==> src/rtl/keypad_entry_ctrl.sv <==
// Keypad entry sequencer: debounces key press/release and assembles decimal operands
// (BCD and binary), committing them to the consumer on an operator or enter key.
module keypad_entry_ctrl #(
  parameter int unsigned STABLE_CYCLES = 27_000,
  parameter int unsigned NDIGITS       = 4,
  parameter int unsigned BIN_W         = 14
) (
  input  logic                         clk,
  input  logic                         n_reset,
  input  logic [3:0]                   key_code,
  input  logic                         out_ready,
  output logic                         out_valid,
  output logic [4*NDIGITS-1:0]         out_bcd,
  output logic [BIN_W-1:0]             out_bin,
  output logic [$clog2(NDIGITS+1)-1:0] out_ndigits,
  output logic [3:0]                   out_term,
  output logic                         out_ovf,
  output logic [4*NDIGITS-1:0]         entry_bcd,
  output logic                         key_strobe
);

  localparam int unsigned CntW = $clog2(STABLE_CYCLES);
  localparam int unsigned NdW  = $clog2(NDIGITS + 1);
  localparam int unsigned BcdW = 4 * NDIGITS;

  localparam logic [CntW-1:0]  CntLast = CntW'(STABLE_CYCLES - 1);
  localparam logic [CntW-1:0]  CntOne  = CntW'(1);
  localparam logic [NdW-1:0]   NdMax   = NdW'(NDIGITS);
  localparam logic [BIN_W-1:0] Ten     = BIN_W'(10);

  localparam logic [3:0] KeyClear = 4'hD;
  localparam logic [3:0] KeyNone  = 4'hF;

  typedef enum logic [2:0] {
    StArmed,
    StPressChk,
    StHeld,
    StRelChk,
    StCommit
  } state_e;

  state_e            state_q, state_d;
  logic [CntW-1:0]   cnt_q, cnt_d;
  logic [3:0]        cand_q, cand_d;
  logic [BcdW-1:0]   entry_q, entry_d;
  logic [BIN_W-1:0]  bin_q, bin_d;
  logic [NdW-1:0]    nd_q, nd_d;
  logic              ovf_q, ovf_d;
  logic              strobe_q, strobe_d;
  logic              out_valid_q, out_valid_d;
  logic [BcdW-1:0]   out_bcd_q, out_bcd_d;
  logic [BIN_W-1:0]  out_bin_q, out_bin_d;
  logic [NdW-1:0]    out_nd_q, out_nd_d;
  logic [3:0]        out_term_q, out_term_d;
  logic              out_ovf_q, out_ovf_d;

  always_ff @(posedge clk or negedge n_reset) begin
    if (!n_reset) begin
      state_q     <= StArmed;
      cnt_q       <= '0;
      cand_q      <= '0;
      entry_q     <= '0;
      bin_q       <= '0;
      nd_q        <= '0;
      ovf_q       <= 1'b0;
      strobe_q    <= 1'b0;
      out_valid_q <= 1'b0;
      out_bcd_q   <= '0;
      out_bin_q   <= '0;
      out_nd_q    <= '0;
      out_term_q  <= '0;
      out_ovf_q   <= 1'b0;
    end else begin
      state_q     <= state_d;
      cnt_q       <= cnt_d;
      cand_q      <= cand_d;
      entry_q     <= entry_d;
      bin_q       <= bin_d;
      nd_q        <= nd_d;
      ovf_q       <= ovf_d;
      strobe_q    <= strobe_d;
      out_valid_q <= out_valid_d;
      out_bcd_q   <= out_bcd_d;
      out_bin_q   <= out_bin_d;
      out_nd_q    <= out_nd_d;
      out_term_q  <= out_term_d;
      out_ovf_q   <= out_ovf_d;
    end
  end

  always_comb begin
    state_d     = state_q;
    cnt_d       = cnt_q;
    cand_d      = cand_q;
    entry_d     = entry_q;
    bin_d       = bin_q;
    nd_d        = nd_q;
    ovf_d       = ovf_q;
    strobe_d    = 1'b0;
    out_valid_d = out_valid_q;
    out_bcd_d   = out_bcd_q;
    out_bin_d   = out_bin_q;
    out_nd_d    = out_nd_q;
    out_term_d  = out_term_q;
    out_ovf_d   = out_ovf_q;

    unique case (state_q)
      StArmed: begin
        if (key_code != KeyNone) begin
          cand_d  = key_code;
          cnt_d   = CntOne;
          state_d = StPressChk;
        end
      end

      StPressChk: begin
        if (key_code != cand_q) begin
          // Any change of code, including a glitch to another key, restarts qualification.
          cnt_d   = '0;
          state_d = StArmed;
        end else if (cnt_q == CntLast) begin
          cnt_d    = '0;
          strobe_d = 1'b1;
          state_d  = StHeld;
          if (cand_q <= 4'd9) begin
            if (nd_q < NdMax) begin
              entry_d = {entry_q[BcdW-5:0], cand_q};
              bin_d   = bin_q * Ten + {{(BIN_W-4){1'b0}}, cand_q};
              nd_d    = nd_q + NdW'(1);
            end else begin
              ovf_d = 1'b1;
            end
          end else if (cand_q == KeyClear) begin
            entry_d = '0;
            bin_d   = '0;
            nd_d    = '0;
            ovf_d   = 1'b0;
          end else if (cand_q != KeyNone) begin
            out_valid_d = 1'b1;
            out_bcd_d   = entry_q;
            out_bin_d   = bin_q;
            out_nd_d    = nd_q;
            out_term_d  = cand_q;
            out_ovf_d   = ovf_q;
            state_d     = StCommit;
          end
        end else begin
          cnt_d = cnt_q + CntOne;
        end
      end

      StHeld: begin
        if (key_code == KeyNone) begin
          cnt_d   = CntOne;
          state_d = StRelChk;
        end
      end

      StRelChk: begin
        if (key_code != KeyNone) begin
          cnt_d   = '0;
          state_d = StHeld;
        end else if (cnt_q == CntLast) begin
          cnt_d   = '0;
          state_d = StArmed;
        end else begin
          cnt_d = cnt_q + CntOne;
        end
      end

      StCommit: begin
        // Presses are not tracked here; the release check after HELD swallows any held key.
        if (out_ready) begin
          out_valid_d = 1'b0;
          entry_d     = '0;
          bin_d       = '0;
          nd_d        = '0;
          ovf_d       = 1'b0;
          state_d     = StHeld;
        end
      end

      default: begin
        cnt_d   = '0;
        state_d = StArmed;
      end
    endcase
  end

  assign out_valid   = out_valid_q;
  assign out_bcd     = out_bcd_q;
  assign out_bin     = out_bin_q;
  assign out_ndigits = out_nd_q;
  assign out_term    = out_term_q;
  assign out_ovf     = out_ovf_q;
  assign entry_bcd   = entry_q;
  assign key_strobe  = strobe_q;

endmodule

==> config.mk <==
export PLATFORM = sky130hd
export DESIGN_NAME = keypad_entry_ctrl
export DESIGN_NICKNAME = d
export VERILOG_FILES = /design/src/rtl/keypad_entry_ctrl.sv
export SDC_FILE = /design/constraint.sdc
export NUM_CORES = 1
export LEC_CHECK = 0
export CAP_MARGIN = 20
export CORE_MARGIN = 2
export CORE_UTILIZATION = 35
export CTS_CLUSTER_SIZE = 14
export DETAILED_ROUTE_END_ITERATION = 16
export PLACE_DENSITY_LB_ADDON = 0.08
export SLEW_MARGIN = 0
export SYNTH_ARGS = -nofsm -noshare
export SYNTH_HDL_FRONTEND = slang
export SYNTH_SLANG_ARGS = --single-unit
==> constraint.sdc <==
create_clock -name clk -period 2.9 [get_ports clk]
set_input_delay 0.87 -clock clk [delete_from_list [all_inputs] [get_ports clk]]
set_output_delay 0.87 -clock clk [all_outputs]
set_load 0.01 [all_outputs]
==> run summary <==
STA puts the critical path data required time at 3180 ps. For the finished layout, the period the worst path requires is 2769 ps. By instance count, the leading cell after synthesis is sky130_fd_sc_hd__dfrtp_1. The layout overhead on the synthesized area is 25.45%. The synthesized netlist net count is 476.

The post-place instance area is 6007 um2. The arrival time at the worst endpoint is 3050 ps. The fraction of registers with async set/reset came out at 100.0%. Global routing used 15.60% of the available tracks.

The number of synthesized flops with an enable pin came out at 0. The number of hold-slack violations in the final timing report is 0. The number of antenna violations at the first check in global routing is 0. Counting the fill cells in the layout gives 1,333. Headroom to the max-slew limit came out at 56.26%. In the synthesized netlist the dominant register cell turns out to be sky130_fd_sc_hd__dfrtp_1.

The final net count is 555. The number of endpoints failing setup at the final stage is 0. The power per cell area is 550.9 nW/um2. For this block, the routed nets add up to 11,260 um of wire. The mean post-synth cell area is 11.41 um2. Traced cell by cell, the critical path runs through ha_1, ha_1, fa_2, a21oi_2, o211ai_2, and4b_1, or3_4, or4b_1, o211ai_2. The number of instances in the synthesized netlist is 443. The total of hold buffers inserted after clock tree synthesis came out at 0. After layout, the worst path uses 95.48% of the clock period.

The run finished with clean final reports. The placer's final routability congestion estimate came out at 0.8246. After detailed routing, the number of remaining DRC violations is 0. The worst-skew pair later-pin latency came out at 350 ps. After synthesis, the most frequently instantiated cells are sky130_fd_sc_hd__dfrtp_1, sky130_fd_sc_hd__mux2_1, sky130_fd_sc_hd__nand2_1.

The count of state elements after synthesis is 94. The xor and xnor area share after synthesis came out at 5.817%. The post-route worst hold slack is 468.0 ps. The critical-path cell with the highest stage delay is sky130_fd_sc_hd__or4b_1. The routed layout has 3,618 vias.

The number of violations of the max-capacitance limit came out at 0. The initial standard-cell utilization of the core is 36.14%. The die outline area is 15,420 um2. The first-pass GRT wire length is 18,350 um. The tree is rooted in a sky130_fd_sc_hd__clkbuf_16. The number of buffers on the longest clock path came out at 2.

The number of buffers created by CTS came out at 9. On the final layout, the worst clock skew is 10.41 ps. The highest net fanout along the worst path came out at 4. The number of routed nets with antenna violations came out at 0. Summed over all instances, the cell type with the most area after synthesis is sky130_fd_sc_hd__dfrtp_1.

The worst setup path is of the flop to flop kind. The actual transition at the worst max-transition pin came out at 654.6 ps. The overall die width came out at 124.2 um. The number of violations reported at the end of detailed-routing iteration 0 came out at 183. The final instance area is 6341 um2. The arithmetic-cell share of the synthesized area counting full adders, half adders and majority gates is 6.733%. The fraction of synthesized area in multiplexers is 8.639%. Dividing the detail-routed wire length by the instance count gives 15.92 um. The worst setup path is captured at a flop. The overflow left after global routing is 0.

0 antenna diodes ended up in the layout. The sequential element share of the synthesized area came out at 46.53%. The type of element launching the critical path is a flop. The area fraction of the dominant cell type after synthesis is 46.53%. The first-pass iteration count of the detailed router came out at 4. The fraction of the mapped netlist area in compound gates is 13.69%. The number of max-slew violations in the final report is 0. The worst-case IR drop observed on VDD is 0.3695 mV. The min-delay analysis places its worst path in the category flop to flop.

During synthesis, Yosys emitted a total of 0 warnings. By area, the combinational part of the netlist is dominated by simple AND/OR/NAND/NOR gates. The number of port buffers came out at 62. The number of library cell types mapped by synthesis is 67. The largest incremental delay on the critical path came out at 490 ps. During I/O placement, the number of pins put on the boundary was 63. Row generation in the floorplan step produced 43 rows. CTS built an H-tree with a depth of 3. The pin count of the biggest net entering global routing came out at 43. The basic-gate share of the synthesized area counting and, or, nand and nor cells came out at 14.98%. Clock tree synthesis found a total of 94 sinks. The proportion of layout cells with a drive suffix above 1 is 13.66%.

The core area is 13,990 um2. The post-detailed-placement half-perimeter wirelength is 8230 um. The fmax is 0.3612 GHz. The summed instance area of the synthesized netlist came out at 5055 um2. In the post-synthesis netlist, the biggest area contributors are sky130_fd_sc_hd__dfrtp_1, sky130_fd_sc_hd__mux2_1, sky130_fd_sc_hd__ha_1.

After detailed routing, the number of vias per cell comes to 5.117. The clock transition at the registers of the reported paths is 70 ps. The vertical die dimension came out at 124.2 um. The leakage power summed over all cells is 2.943 nW. The number of global-route vias before repair came out at 3,557.

Setup repair after global routing left no endpoint under its margin. The TritonCTS clock tree is done.
## area by class of cell
type / instances / area (um2) / share of cell area, %
Sequential cell: 94 / 2352 / 37.10
Inverter: 6 / 22.52 / 0.3552
Multi-Input combinational cell: 320 / 2527 / 39.86
Timing Repair Buffer: 91 / 885.9 / 13.97
Clock inverter: 7 / 102.6 / 1.618
Clock buffer: 9 / 225.2 / 3.552
Tap cell: 180 / 225.2 / 3.552
## metal layers
metal / global-route usage, % / vias to the layer above / part of all wire, %
met4: 4.565 / 0 / 1.6
met1: 22.26 / 1774 / 50
met3: 4.487 / 13 / 3.2
met5: 0 / - / 0
met2: 22.95 / 56 / 45
li1: - / 1775 / -
## metrics by stage
step | util [%] | worst slack [ps] | total power (W) | setup TNS [ps] | instances
floorplan | - | 37.20 | 0.001983 | 0 | 443
global route | 45.33 | 4.569 | 0.003684 | 0 | 707
detailed placement | 42.94 | -12.10 | 0.002225 | -12.10 | 691
global placement | 42.94 | 12.26 | 0.002222 | 0 | 691
finish | 45.33 | 131.1 | 0.003494 | 0 | 707
CTS | 45.31 | 28.96 | 0.003554 | 0 | 707
## state kept, by name, summed over array words and instances (netlist names)
signal	cells
out_term	4
nd_q	3
out_bin	13
key_strobe	1
out_ovf	1
bin_q	13
ovf_q	1
out_valid	1
cand_q	4
entry_bcd	16
cnt_q	15
out_bcd	16
state_q	3
out_ndigits	3
## worst max-delay path: cells and delay by family, from the launching register on
kind	cells	cell delay (ps)
compound gates	3	380
flops	1	380
fa+ha+maj	3	880
simple gates	3	1060
## logic make-up after synthesis
group / Yosys count
AOI/OAI and AO/OA: 88
xor gates and xnor gates: 32
adders and majority gates: 26
buffers and inverters: 29
DFF: 94
muxes: 39
and+or+nand+nor: 135
## cell usage in the layout, fill, tap and decap left out, drive strengths merged, types with 10 or more instances in the layout
cell and instances:
xnor2 17, clkdlybuf4s50 61, nor2 32, nand3 10, buf 30, o21ai 19, xor2 14, a21oi 11
nand2 33, dfrtp 94, mux2 37, a22o 19, ha 24
## power by group
group | internal (W) | total (W) | switching, W
Clock | 0.000766 | 0.00130 | 0.000538
Sequential | 0.00138 | 0.00150 | 0.000116
Combinational | 0.000276 | 0.000688 | 0.000412
Total | 0.00243 | 0.00349 | 0.00107
## timing repair
| item | 4_1_cts | 5_1_grt |
|---|---|---|
| setup buffers | 0 | 0 |
| resized for setup | 1 | 2 |
| endpoints found under the setup margin | 1 | 2 |
| pin swaps | 0 | 1 |
## path summary, 6_finish.rpt
kind	startpoint	to	slack, ps	depth (start not counted)
worst max-delay path	bin_q[1]	bin_q[12]	130	9
worst max register to register	bin_q[1]	bin_q[12]	130	9
worst min register to register	out_term[3]	out_term[3]	470	1
max in group asynchronous	n_reset	out_ovf	1790	2
min in group asynchronous	n_reset	out_bin[7]	500	1
worst min-delay path	out_term[3]	out_term[3]	470	1
(Power assumes the default switching activity.)
